===== config.mk =====
export PLATFORM = sky130hd
export DESIGN_NAME = spi_master_sched_flat
export DESIGN_NICKNAME = d
export VERILOG_FILES = /design/src/rtl/spi_master_sched_if.sv /design/src/rtl/spi_master_sched.sv /design/src/flat_wrapper.sv
export SDC_FILE = /design/constraint.sdc
export NUM_CORES = 1
export LEC_CHECK = 0
export CORE_MARGIN = 1
export CORE_UTILIZATION = 56
export DETAILED_ROUTE_END_ITERATION = 10
export PLACE_DENSITY_LB_ADDON = 0.12
export SYNTH_ARGS = -nofsm -noshare
export SYNTH_HDL_FRONTEND = slang
export SYNTH_SLANG_ARGS = --single-unit

===== constraint.sdc =====
create_clock -name clk -period 4.3 [get_ports clk]
set_clock_uncertainty 0.15 [all_clocks]
set_input_delay 0.86 -clock clk [delete_from_list [all_inputs] [get_ports clk]]
set_output_delay 0.86 -clock clk [all_outputs]
set_load 0.01 [all_outputs]

===== src/rtl/spi_master_sched_if.sv =====
// Bundle between the SPI master scheduler, its two requesters and the SPI pins.
// Latency: none, wires only.
// Backpressure: requests are level-held until the scheduler pulses req_ready.
// Ports: master = scheduler side, slave = requester / pin side.
interface spi_master_sched_if #(
  parameter int DATA_W = 8
);
  logic [1:0]        req_valid;
  logic [DATA_W-1:0] req_data0;
  logic [DATA_W-1:0] req_data1;
  logic [1:0]        req_ready;
  logic [1:0]        rsp_valid;
  logic [DATA_W-1:0] rsp_data;
  logic              busy;
  logic              SPI_CS;
  logic              SPI_SCK;
  logic              SPI_MOSI;
  logic              SPI_MISO;

  modport master (
    input  req_valid, req_data0, req_data1, SPI_MISO,
    output req_ready, rsp_valid, rsp_data, busy, SPI_CS, SPI_SCK, SPI_MOSI
  );

  modport slave (
    output req_valid, req_data0, req_data1, SPI_MISO,
    input  req_ready, rsp_valid, rsp_data, busy, SPI_CS, SPI_SCK, SPI_MOSI
  );
endinterface


===== src/rtl/spi_master_sched.sv =====
// Two-requester SPI mode-0 master: arbitrates, runs one full-duplex byte frame, returns MISO byte.
// Latency: accept-to-response CS_SETUP + 2*DATA_W*CLK_DIV + CS_HOLD cycles, then CS_GAP idle cycles.
// Backpressure: req_valid is held until the one-cycle req_ready pulse; requests wait while busy.
// Ports: clk, rst_n (synchronous, active-high despite the name), bus (spi_master_sched_if.master):
//   req_valid/req_data0/req_data1 in, req_ready/rsp_valid/rsp_data/busy out, SPI_CS/SCK/MOSI out, SPI_MISO in.
// Build option: define SPI_FIXED_PRIO_EN for strict priority (requester 0 wins ties);
//   otherwise ties are broken round-robin.
module spi_master_sched #(
  parameter int DATA_W   = 8,
  parameter int CLK_DIV  = 20,
  parameter int CS_SETUP = 20,
  parameter int CS_HOLD  = 100,
  parameter int CS_GAP   = 20
) (
  input  logic               clk,
  input  logic               rst_n,
  spi_master_sched_if.master bus
);

  typedef enum logic [2:0] {IDLE, SETUP, SHIFT, HOLD, GAP} state_t;

  localparam int MAX_A = (CLK_DIV > CS_SETUP) ? CLK_DIV : CS_SETUP;
  localparam int MAX_B = (CS_HOLD > CS_GAP) ? CS_HOLD : CS_GAP;
  localparam int MAX_C = (MAX_A > MAX_B) ? MAX_A : MAX_B;
  localparam int CNT_W = $clog2(MAX_C + 1);
  localparam int TOG_W = $clog2(2 * DATA_W + 1);

  state_t            state;
  logic [CNT_W-1:0]  cnt;
  logic [TOG_W-1:0]  tog_cnt;
  // Holds only the bits still to be sent; the bit on the wire lives in mosi_q.
  logic [DATA_W-2:0] tx_sr;
  logic [DATA_W-1:0] rx_sr;
  logic              gnt;
  logic              cs_q;
  logic              sck_q;
  logic              mosi_q;
  logic              busy_q;
  logic [1:0]        req_ready_q;
  logic [1:0]        rsp_valid_q;
  logic [DATA_W-1:0] rsp_data_q;

  logic              win;
  logic [DATA_W-1:0] tx_byte;

`ifdef SPI_FIXED_PRIO_EN
  always_comb begin
    win = bus.req_valid[0] ? 1'b0 : 1'b1;
  end
`else
  logic last_gnt;
  // On a tie the requester that was not served last wins; a lone requester always wins.
  always_comb begin
    if (bus.req_valid == 2'b11) win = ~last_gnt;
    else                        win = bus.req_valid[1];
  end
`endif

  assign tx_byte = win ? bus.req_data1 : bus.req_data0;

  always_ff @(posedge clk) begin
    if (rst_n) begin
      state       <= IDLE;
      cnt         <= '0;
      tog_cnt     <= '0;
      tx_sr       <= '0;
      rx_sr       <= '0;
      gnt         <= 1'b0;
      cs_q        <= 1'b1;
      sck_q       <= 1'b0;
      mosi_q      <= 1'b0;
      busy_q      <= 1'b0;
      req_ready_q <= 2'b00;
      rsp_valid_q <= 2'b00;
      rsp_data_q  <= '0;
`ifndef SPI_FIXED_PRIO_EN
      last_gnt    <= 1'b1;
`endif
    end else begin
      req_ready_q <= 2'b00;
      rsp_valid_q <= 2'b00;
      case (state)
        IDLE: begin
          if (|bus.req_valid) begin
            gnt         <= win;
`ifndef SPI_FIXED_PRIO_EN
            last_gnt    <= win;
`endif
            req_ready_q <= win ? 2'b10 : 2'b01;
            tx_sr       <= tx_byte[DATA_W-2:0];
            mosi_q      <= tx_byte[DATA_W-1];
            rx_sr       <= '0;
            cs_q        <= 1'b0;
            busy_q      <= 1'b1;
            cnt         <= '0;
            state       <= SETUP;
          end
        end
        SETUP: begin
          if (cnt == CNT_W'(CS_SETUP - 1)) begin
            cnt     <= '0;
            tog_cnt <= '0;
            state   <= SHIFT;
          end else begin
            cnt <= cnt + 1'b1;
          end
        end
        SHIFT: begin
          if (cnt == CNT_W'(CLK_DIV - 1)) begin
            cnt     <= '0;
            sck_q   <= ~sck_q;
            tog_cnt <= tog_cnt + 1'b1;
            // Even toggle index = SCK rising edge (sample), odd = falling edge (launch).
            if (!tog_cnt[0]) begin
              rx_sr <= {rx_sr[DATA_W-2:0], bus.SPI_MISO};
            end else if (tog_cnt == TOG_W'(2 * DATA_W - 1)) begin
              // Last falling edge: MOSI keeps its final bit through HOLD.
              state <= HOLD;
            end else begin
              mosi_q <= tx_sr[DATA_W-2];
              tx_sr  <= {tx_sr[DATA_W-3:0], 1'b0};
            end
          end else begin
            cnt <= cnt + 1'b1;
          end
        end
        HOLD: begin
          if (cnt == CNT_W'(CS_HOLD - 1)) begin
            cnt         <= '0;
            cs_q        <= 1'b1;
            rsp_data_q  <= rx_sr;
            rsp_valid_q <= gnt ? 2'b10 : 2'b01;
            state       <= GAP;
          end else begin
            cnt <= cnt + 1'b1;
          end
        end
        GAP: begin
          if (cnt == CNT_W'(CS_GAP - 1)) begin
            cnt    <= '0;
            busy_q <= 1'b0;
            state  <= IDLE;
          end else begin
            cnt <= cnt + 1'b1;
          end
        end
        default: begin
          state  <= IDLE;
          cs_q   <= 1'b1;
          sck_q  <= 1'b0;
          busy_q <= 1'b0;
        end
      endcase
    end
  end

  assign bus.req_ready = req_ready_q;
  assign bus.rsp_valid = rsp_valid_q;
  assign bus.rsp_data  = rsp_data_q;
  assign bus.busy      = busy_q;
  assign bus.SPI_CS    = cs_q;
  assign bus.SPI_SCK   = sck_q;
  assign bus.SPI_MOSI  = mosi_q;

endmodule


===== src/flat_wrapper.sv =====
// flat-port wrapper written by rule: the top's interface ports become plain ports
module spi_master_sched_flat 
#(
  parameter int DATA_W   = 8,
  parameter int CLK_DIV  = 20,
  parameter int CS_SETUP = 20,
  parameter int CS_HOLD  = 100,
  parameter int CS_GAP   = 20
)
  (clk, rst_n, bus_req_valid, bus_req_data0, bus_req_data1, bus_SPI_MISO, bus_req_ready, bus_rsp_valid, bus_rsp_data, bus_busy, bus_SPI_CS, bus_SPI_SCK, bus_SPI_MOSI);
  spi_master_sched_if #(.DATA_W(DATA_W)) bus_i ();
  input  logic clk;
  input  logic rst_n;
  input wire logic [$bits(bus_i.req_valid)-1:0] bus_req_valid;
  input wire logic [$bits(bus_i.req_data0)-1:0] bus_req_data0;
  input wire logic [$bits(bus_i.req_data1)-1:0] bus_req_data1;
  input wire logic [$bits(bus_i.SPI_MISO)-1:0] bus_SPI_MISO;
  output wire logic [$bits(bus_i.req_ready)-1:0] bus_req_ready;
  output wire logic [$bits(bus_i.rsp_valid)-1:0] bus_rsp_valid;
  output wire logic [$bits(bus_i.rsp_data)-1:0] bus_rsp_data;
  output wire logic [$bits(bus_i.busy)-1:0] bus_busy;
  output wire logic [$bits(bus_i.SPI_CS)-1:0] bus_SPI_CS;
  output wire logic [$bits(bus_i.SPI_SCK)-1:0] bus_SPI_SCK;
  output wire logic [$bits(bus_i.SPI_MOSI)-1:0] bus_SPI_MOSI;
  assign bus_i.req_valid = bus_req_valid;
  assign bus_i.req_data0 = bus_req_data0;
  assign bus_i.req_data1 = bus_req_data1;
  assign bus_i.SPI_MISO = bus_SPI_MISO;
  assign bus_req_ready = bus_i.req_ready;
  assign bus_rsp_valid = bus_i.rsp_valid;
  assign bus_rsp_data = bus_i.rsp_data;
  assign bus_busy = bus_i.busy;
  assign bus_SPI_CS = bus_i.SPI_CS;
  assign bus_SPI_SCK = bus_i.SPI_SCK;
  assign bus_SPI_MOSI = bus_i.SPI_MOSI;
  spi_master_sched #(.DATA_W(DATA_W), .CLK_DIV(CLK_DIV), .CS_SETUP(CS_SETUP), .CS_HOLD(CS_HOLD), .CS_GAP(CS_GAP)) u_core (.clk(clk), .rst_n(rst_n), .bus(bus_i));
endmodule

==> flow_metrics.tcl <==
set metrics [dict create \
    status "finished, final reports clean" \
    clk_latency_ns 0.30 \
    hold_viol 0 \
    htree_levels 2 \
    hold_path.class "flip-flop to flip-flop" \
    grt_pass1_wl_um 7000 \
    cts_tree "done" \
    cts_buffer_depth 2 \
    clk_pin_slew_worst_paths_ns 0.09 \
    postCtsSetupBuffers 0 \
    synthCells 252 \
    placed_cell_area_um2 2540 \
    finalInstanceArea_um2 2660 \
    fin_crit_sh 0.630 \
    antennaDiodeCount 0 \
    period_minus_slack_ns 2.71 \
    avgRoutedWirePerCell_um 12.2 \
    via_per_inst 5.51 \
    cts_hold_buf 0 \
    tightestPinTransition_ns 1.08 \
    drt_iter0_drc 121 \
    grt_use_met2 0.376 \
    fp.dieW_um 63.9 \
    syn_nets 276 \
    postRouteAntennaNets 0 \
    drv_cap 0 \
    ys_ff_latch 48 \
    seq_area_frac_synth 0.448 \
    routed_wirelength_um 4090 \
    fmax_ghz 0.369 \
    finalSetupViolCount 0 \
    rows 22 \
    syn-cell-area_um2 2140 \
    synth_edf_count 0 \
    cp_slowest_stage_delay_ns 0.70 \
    critPathBufInv 0 \
    yosys_warnings 0 \
    grt_pass1_vias 1635 \
    nets 310 \
    grt_max_degree 19 \
    firstDrtPassIters 4 \
    grt_antenna_before_repair 0 \
    synthArstFlopShare 0 \
    crit_path_start_kind "flip-flop" \
    start_util 0.585 \
    cts-resized-gates 0 \
    syn_to_final_growth_pct 24.1 \
    worst_ir_drop_vdd_mv 0.249 \
    num_vias 1847 \
    arrival_ns 2.73 \
    root_buffer "clkbuf_8" \
    cp_top_family "simple AND/OR/NAND/NOR gates" \
    path_cells "ha_1 -> or3b_1 -> or2_4 -> o41ai_4 -> mux2i_1 -> nor2_1" \
    finalSetupTns_ns 0 \
    worst_slack_ns 1.59 \
    required_ns 4.32 \
    pre_cts_slack_ns 1.46 \
    synth.distinct_cells 37 \
    postSynthAreaPerCell_um2 8.51 \
    slew_headroom 0.273 \
    power_density_nw_per_um2 335 \
    core_area_um2 3660 \
    num-fill-cells 293 \
    die_area_um2 4080 \
    drc 0 \
    numCtsBuffers 5 \
    path_class "flip-flop to flip-flop" \
    cp_max_fo 11 \
    cp-end-kind "flip-flop" \
    fp.dieH_um 63.9 \
    ioPinCount 37 \
    cts_sinks 48 \
    drive_above_1_share 0.0592 \
    dp_hpwl_um 2880 \
    gr-total-overflow 0 \
    top_usage_layer "met2" \
    grt_setup_unrepaired "no" \
    io_buffer_count 36 \
    slowest_stage "o41ai_4" \
    synth-main-ff-cell "dfxtp_1" \
    drv_slew 0 \
    grt_use_met1 0.262 \
    gr-usage-met3 0.0571 \
    routabilityCongestion 0.764 \
    p_leak_nw 0.941 \
    grt_usage 0.220 \
]
[through the flow]
stage,utilization,hold WS [ns],power [mW],instances
floorplan,-,0.267,0.534,252
global placement,0.695,0.297,0.573,327
detailed placement,0.695,0.303,0.573,327
CTS,0.726,0.316,0.899,335
global route,0.726,0.337,0.928,335
finish,0.726,0.311,0.890,335
[cells in the final DEF (no fill, tap or decap), types with 3 or more instances in the layout]
master,instances
a22oi_1,13
clkbuf_8,5
nand3_1,3
clkdlybuf4s50_1,36
nor2_1,38
a21oi_1,16
buf_4,4
ha_1,3
dfxtp_1,48
nor2b_1,4
mux2i_1,17
nand2_1,36
xnor2_1,5
o21bai_1,3
o21ai_0,10
nor3b_1,5
inv_1,3
nor3_1,10
[metal layers]
metal	share of wire	vias to the layer above
li1	-	944
met1	0.47	861
met2	0.47	36
met3	0.039	6
met4	0.015	0
met5	0	-
[synth_stat cells, types with 2 or more instances]
cell type  number  area share
dfxtp_1        48        0.45
nor2_1         38       0.067
nand2_1        36       0.063
mux2i_1        17       0.079
a21oi_1        16       0.037
a22oi_1        13       0.046
clkbuf_1       10       0.018
nor3_1         10       0.023
o21ai_0        10       0.023
nor3b_1         5       0.018
xnor2_1         5       0.020
nor2b_1         4       0.012
ha_1            3       0.018
inv_1           3      0.0053
nand3_1         3      0.0070
o21bai_1        3       0.011
a211oi_1        2      0.0070
and3_1          2      0.0058
buf_1           2      0.0035
nand4b_1        2      0.0082
o22ai_1         2      0.0058
or3b_1          2      0.0082
xor2_1          2      0.0082
[report_power, final]
group | internal (mW) | leakage (nW) | switching [mW]
logic | 0.0510 | 0.496 | 0.0437
clock network | 0.175 | 0.0548 | 0.153
registers | 0.458 | 0.390 | 0.00995
[flip-flops by register name (all words and copies together) (netlist names), 2 cells and up]
register,cells
u_core.bus.req_ready,2
u_core.bus.rsp_data,8
u_core.bus.rsp_valid,2
u_core.rx_sr,8
u_core.cnt,7
u_core.state,3
u_core.tog_cnt,5
u_core.tx_sr,7
[final timing paths]
kind | startpoint | end | slack, ns | cells after the start
hold / removal | u_core.bus.rsp_data[7]$_SDFFE_PP0P_ | u_core.bus.rsp_data[7]$_SDFFE_PP0P_ | 0.31 | 2
setup / recovery | u_core.cnt[0]$_SDFFE_PP0P_ | u_core.bus.SPI_MOSI$_SDFFE_PP0P_ | 1.59 | 6
setup reg to reg | u_core.cnt[0]$_SDFFE_PP0P_ | u_core.bus.SPI_MOSI$_SDFFE_PP0P_ | 1.59 | 6
hold reg to reg | u_core.bus.rsp_data[7]$_SDFFE_PP0P_ | u_core.bus.rsp_data[7]$_SDFFE_PP0P_ | 0.31 | 2
[logic make-up after synthesis]
group                      count (synthesis)  synth area share
adders and majority gates                  3            0.0175
xor gates and xnor gates                   7            0.0286
buffers and inverters                     16            0.0286
AOI/OAI and AO/OA                         53             0.166
DFF                                       48             0.448
muxes                                     17            0.0794
and+or+nand+nor                          108             0.231
[final cells by class]
type	instances	area, µm²	area share
clock buffers	5	68.8	0.0259
well taps	48	60.1	0.0226
multi-input cells	188	1120	0.422
repair buffers	40	390	0.147
inverters	3	11.3	0.00424
clock inverters	3	46.3	0.0174
flip-flops and latches	48	961	0.361
[worst reg2reg max path, delay by kind of cell (launching register included)]
| family | cells | cell delay (ns) |
|---|---|---|
| simple gates | 3 | 0.88 |
| compound gates | 1 | 0.70 |
| flops | 1 | 0.37 |
| mux | 1 | 0.27 |
| fa+ha+maj | 1 | 0.20 |
Power figures use the tool's default switching activity.
